[src/rtl/viterbi_traceback_ctrl.sv]
// Viterbi traceback controller: buffers ACS decisions for one frame, traces back
// from the supplied best state, then streams decoded bits in transmission order.
module viterbi_traceback_ctrl #(
  parameter int FRAME_MAX = 64
) (
  input  logic       i_clk,
  input  logic       i_rst,
  input  logic       i_valid,
  output logic       o_ready,
  input  logic [3:0] i_decisions,
  input  logic       i_last,
  input  logic [1:0] i_best_state,
  output logic       o_bit,
  output logic       o_bit_valid,
  input  logic       i_bit_ready,
  output logic       o_bit_last,
  output logic       o_done
);
  localparam int AW = $clog2(FRAME_MAX);
  localparam int CW = AW + 1;

  typedef enum logic [1:0] {FILL, TRACE, OUTPUT} state_t;

  state_t          r_state, w_next;
  logic [CW-1:0]   r_cnt, r_ptr, r_rd, r_n;
  logic [1:0]      r_tb_state;
  logic            r_done;
  logic [3:0]      r_dec [FRAME_MAX];
  logic [FRAME_MAX-1:0] r_bitbuf;

  logic       w_accept, w_end_fill, w_take, w_last_bit;
  logic [3:0] w_dec_rd;

  assign w_accept   = i_valid && (r_state == FILL);
  assign w_end_fill = w_accept && (i_last || (r_cnt == CW'(FRAME_MAX - 1)));
  assign w_take     = o_bit_valid && i_bit_ready;
  assign w_last_bit = (r_rd == r_n - CW'(1));
  assign w_dec_rd   = r_dec[r_ptr[AW-1:0]];

  always_comb begin
    w_next      = r_state;
    o_ready     = 1'b0;
    o_bit_valid = 1'b0;
    case (r_state)
      FILL: begin
        o_ready = 1'b1;
        if (w_end_fill) w_next = TRACE;
      end
      TRACE:  if (r_ptr == '0) w_next = OUTPUT;
      OUTPUT: begin
        o_bit_valid = 1'b1;
        if (w_take && w_last_bit) w_next = FILL;
      end
      default: w_next = FILL;
    endcase
  end

  assign o_bit      = o_bit_valid & r_bitbuf[r_rd[AW-1:0]];
  assign o_bit_last = o_bit_valid & w_last_bit;
  assign o_done     = r_done;

  // Storage arrays carry no reset: only indices below n are ever read back.
  always_ff @(posedge i_clk) begin
    if (w_accept) r_dec[r_cnt[AW-1:0]] <= i_decisions;
    if (r_state == TRACE) r_bitbuf[r_ptr[AW-1:0]] <= r_tb_state[1];
  end

  always_ff @(posedge i_clk) begin
    if (i_rst) begin
      r_state    <= FILL;
      r_cnt      <= '0;
      r_ptr      <= '0;
      r_rd       <= '0;
      r_n        <= '0;
      r_tb_state <= '0;
      r_done     <= 1'b0;
    end else begin
      r_state <= w_next;
      r_done  <= 1'b0;
      case (r_state)
        FILL: if (w_accept) begin
          r_cnt <= r_cnt + CW'(1);
          if (w_end_fill) begin
            r_tb_state <= i_best_state;
            r_n        <= r_cnt + CW'(1);
            r_ptr      <= r_cnt;
          end
        end
        TRACE: begin
          // Step to the predecessor {s[0], d[s]} of the current survivor state.
          r_tb_state <= {r_tb_state[0], w_dec_rd[r_tb_state]};
          r_ptr      <= r_ptr - CW'(1);
          if (r_ptr == '0) r_rd <= '0;
        end
        OUTPUT: if (w_take) begin
          if (w_last_bit) begin
            r_done <= 1'b1;
            r_cnt  <= '0;
            r_rd   <= '0;
          end else begin
            r_rd <= r_rd + CW'(1);
          end
        end
        default: ;
      endcase
    end
  end
endmodule
[config.mk]
export PLATFORM = sky130hd
export DESIGN_NAME = viterbi_traceback_ctrl
export DESIGN_NICKNAME = d
export VERILOG_FILES = /design/src/rtl/viterbi_traceback_ctrl.sv
export SDC_FILE = /design/constraint.sdc
export NUM_CORES = 1
export LEC_CHECK = 0
export ABC_AREA = 1
export BUFFER_PORTS_ARGS = -buffer_cell sky130_fd_sc_hd__buf_2
export CORE_MARGIN = 2
export CORE_UTILIZATION = 55
export CTS_CLUSTER_DIAMETER = 50
export DETAILED_ROUTE_END_ITERATION = 10
export GPL_ROUTABILITY_DRIVEN = 0
export HOLD_SLACK_MARGIN = 0.15
export PLACE_DENSITY = 0.76
export SLEW_MARGIN = 30
export SYNTH_ARGS = -nofsm -noshare
export SYNTH_HDL_FRONTEND = slang
export SYNTH_SLANG_ARGS = --single-unit
[constraint.sdc]
create_clock -name i_clk -period 2.5 [get_ports i_clk]
set_clock_uncertainty 0.05 [all_clocks]
set_input_delay 0.25 -clock i_clk [delete_from_list [all_inputs] [get_ports i_clk]]
set_output_delay 0.25 -clock i_clk [all_outputs]
set_load 0.05 [all_outputs]
==> qor.txt <==
outcome: complete, but fails checks
failing checks: setup timing
Synth Area per Inst: 10.71 um2
Largest stage delay, worst path: 0.40 ns
maximum clock path buffer count: 3
CP Class: reg -> out
core area: 27630 um2
Int Power: 10.24 mW
Vias: 11340
post-synthesis compound-gate area fraction: 4.155%
worst setup margin: -0.1122 ns
Hold Vio Cnt, Final: 0
Die Wd: 171.1 um
commonest cells after routing, fill and taps aside: edfxtp_1, nand2_1, nand3_1, nor2_1, clkbuf_16
Slew Limit Headroom: 46.80%
placed instance area: 15940 um2
Distinct cells, synth: 44
Critical Path AT: 2.31 ns
Final ANT Viol Nets: 0
setup TNS: -0.1122 ns
Final Cycle Share: 104.5%
Hold Crit Class: in -> reg
GRT Residual Overflow: 0
largest net degree at the start of global routing: 129
Reg2Reg Setup Slack: 0.21 ns
Max Cap Viol: 0
GR Util All Layers: 25.09%
# setup viols final: 1
slew at the pin with the worst max-slew slack: 0.7980 ns
DP HPWL: 22140 um
layout cells sized above 1: 12.33%
Required @ worst endpoint: 2.20 ns
CP delay by family, top: compound AO/OA/AOI/OAI gates
clk root buf: clkbuf_16
antenna violations before repair: 0
final core utilization: 63.88%
CTS tree: yes
CP startpoint kind: flop
peak fanout along the critical path: 8
wirelength, routed: 37910 um
clock-pin slew on the worst setup and hold paths: 0.06 ns
Clk Latency, worst-skew pair: 0.53 ns
Clock Sink Count: 359
mux share of post-synthesis cell area: 0%
Starting Density: 55.59%
P_sw: 3.699 mW
vias in the first global route: 10470
number of H-tree levels: 2
XOR/XNOR Fraction of Synth Area: 1.084%
Post-Synth Simple-Gate Area: 23.09%
drt wl/cell: 20.10 um
RSZ-0062 raised after global routing: true
CP endpoint kind: output port
crit-path cells: clkinvlp_4, buf_12, o21ai_0, o22ai_1, nor2_1, o21ai_1, nand3_1, a21oi_2, buf_6
Max Clock Freq: 0.3828 GHz
# DRC: 0
Tot Pwr: 13.94 mW
die area: 29280 um2
VDD IR max: 0.7417 mV
# diodes: 0
routed vias/inst: 6.015
CP bufs+invs: 3
First-pass DRT Iterations: 6
YS warnings: 0
Comb power frac: 13.8%
Port Buffers: 15
Die Height: 171.1 um
clock power share: 37.8%
CTS buffer count: 37
leakage: 6.098 nW
IO Pins: 16
Layout Area Growth over Synthesis: 14.91%
area of the mapped netlist: 15360 um2
Period minus WS final: 2.612 ns
final net count: 1496
Post-Synthesis Cells: 1434
first-pass GRT wire length: 56190 um
Post-Synth Adder-Cell Area: 0.4073%
most common cell after layout, fill and taps aside: edfxtp_1
sequential area share after synthesis: 67.65%
Final Cell Area: 17650 um2
Net Sw Frac: 26.53%
pwr dens: 790.0 nW/um2
Slew Viols, Final: 0
largest family of logic cells by synthesized area: simple AND/OR/NAND/NOR gates
syn nets: 1450
row count: 61
initial drt markers: 1285
Seq cells post-synth: 359
CP max-delay cell: dfxtp_4
Flop pwr share: 48.4%
[synthesized netlist by cell type, drive strengths merged]
master  number  area (um2)
o311ai       1       8.760
nand2      323        1230
edfxtp     320        9609
o21ai       51       255.3
or2          2       15.02
nand4       10       68.81
o221ai       8       70.07
ha           5       62.56
nor4         1       6.260
clkinv       1       3.750
buf         54       289.0
a21oi       25       140.1
nand3b       1       7.510
a22oi        1       7.510
dfxtp       39       780.8
o22ai        9       56.30
a31oi        4       25.02
inv         49       183.9
nand3      277        1391
a221oi       1       15.01
nor3        14       86.34
nor2       190       740.7
xnor2        5       43.79
clkbuf      21       78.83
o31ai        1       7.510
a211oi       5       37.54
o211ai       2       15.01
xor2        14       122.6
[sequential cells by signal, summed over array words and instances (netlist names), named ones only]
register,cells
r_dec,256
r_bitbuf,64
r_cnt,7
r_n,7
r_ptr,7
r_rd,7
r_state,2
r_tb_state,2
o_done,1
[final cells by class]
cell class / count / area [um2]
Sequential cell: 359 / 10410
Clock buffer: 52 / 1023
Multi-Input combinational cell: 950 / 4513
Fill cell: 2073 / 9981
Tap cell: 378 / 473.0
Timing Repair inverter: 6 / 73.82
Clock inverter: 15 / 132.6
Inverter: 50 / 212.7
Timing Repair Buffer: 76 / 809.5
[cells by family (layout without fill, tap and decap cells)]
family / count (synthesis) / count (layout)
buffers and inverters: 125 / 199
DFF: 359 / 359
AOI/OAI and AO/OA: 108 / 108
adders and majority gates: 5 / 5
and+or+nand+nor: 818 / 818
xor gates and xnor gates: 19 / 19
[path summary, 6_finish.rpt]
path | from | cells past startpoint | endpoint
hold / removal | i_decisions[1] | 2 | r_dec[37][1]
setup / recovery | r_rd[1] | 9 | o_bit
hold reg to reg | r_n[6] | 2 | r_n[6]
setup reg to reg | r_n[0] | 10 | o_done
[per-stage QoR]
step | setup slack [ns] | hold slack, ns | instances
floorplan | 0.1096 | 0.2989 | 1434
global placement | 0.3453 | 0.4232 | 1787
detailed placement | 0.3215 | 0.4277 | 1787
CTS | 0.01495 | 0.1837 | 1866
global route | -0.1567 | 0.1894 | 1886
finish | -0.1122 | 0.1880 | 1886
[layer usage]
layer	routed length [um]	GRT usage, %	share of wire, %	vias up
li1	-	-	-	5137
met1	14690	34.15	39	5384
met2	17690	39.74	47	673
met3	3996	5.598	11	150
met4	1529	9.580	4.0	0
met5	0	0	0	-
[power by group through the flow]
| stage | Sequential [mW] | Combinational [mW] | Clock (mW) |
|---|---|---|---|
| finish | 6.75 | 1.92 | 5.27 |
| global route | 6.76 | 2.08 | 5.54 |
| CTS | 6.74 | 1.74 | 5.31 |
| detailed placement | 6.87 | 1.70 | 0 |
| global placement | 6.86 | 1.66 | 0 |
| floorplan | 6.81 | 1.20 | 0 |
[timing repair]
item / CTS / global route
gates cloned: 1 / 10
hold buffers: 6 / 0
gates resized for setup: 17 / 67
endpoints found under the hold margin: 34 / 0
pin swaps: 6 / 29
buffers inserted: 5 / 10
setup endpoints to repair: 2 / 3
Note: power is estimated with default switching activity, not from simulation.
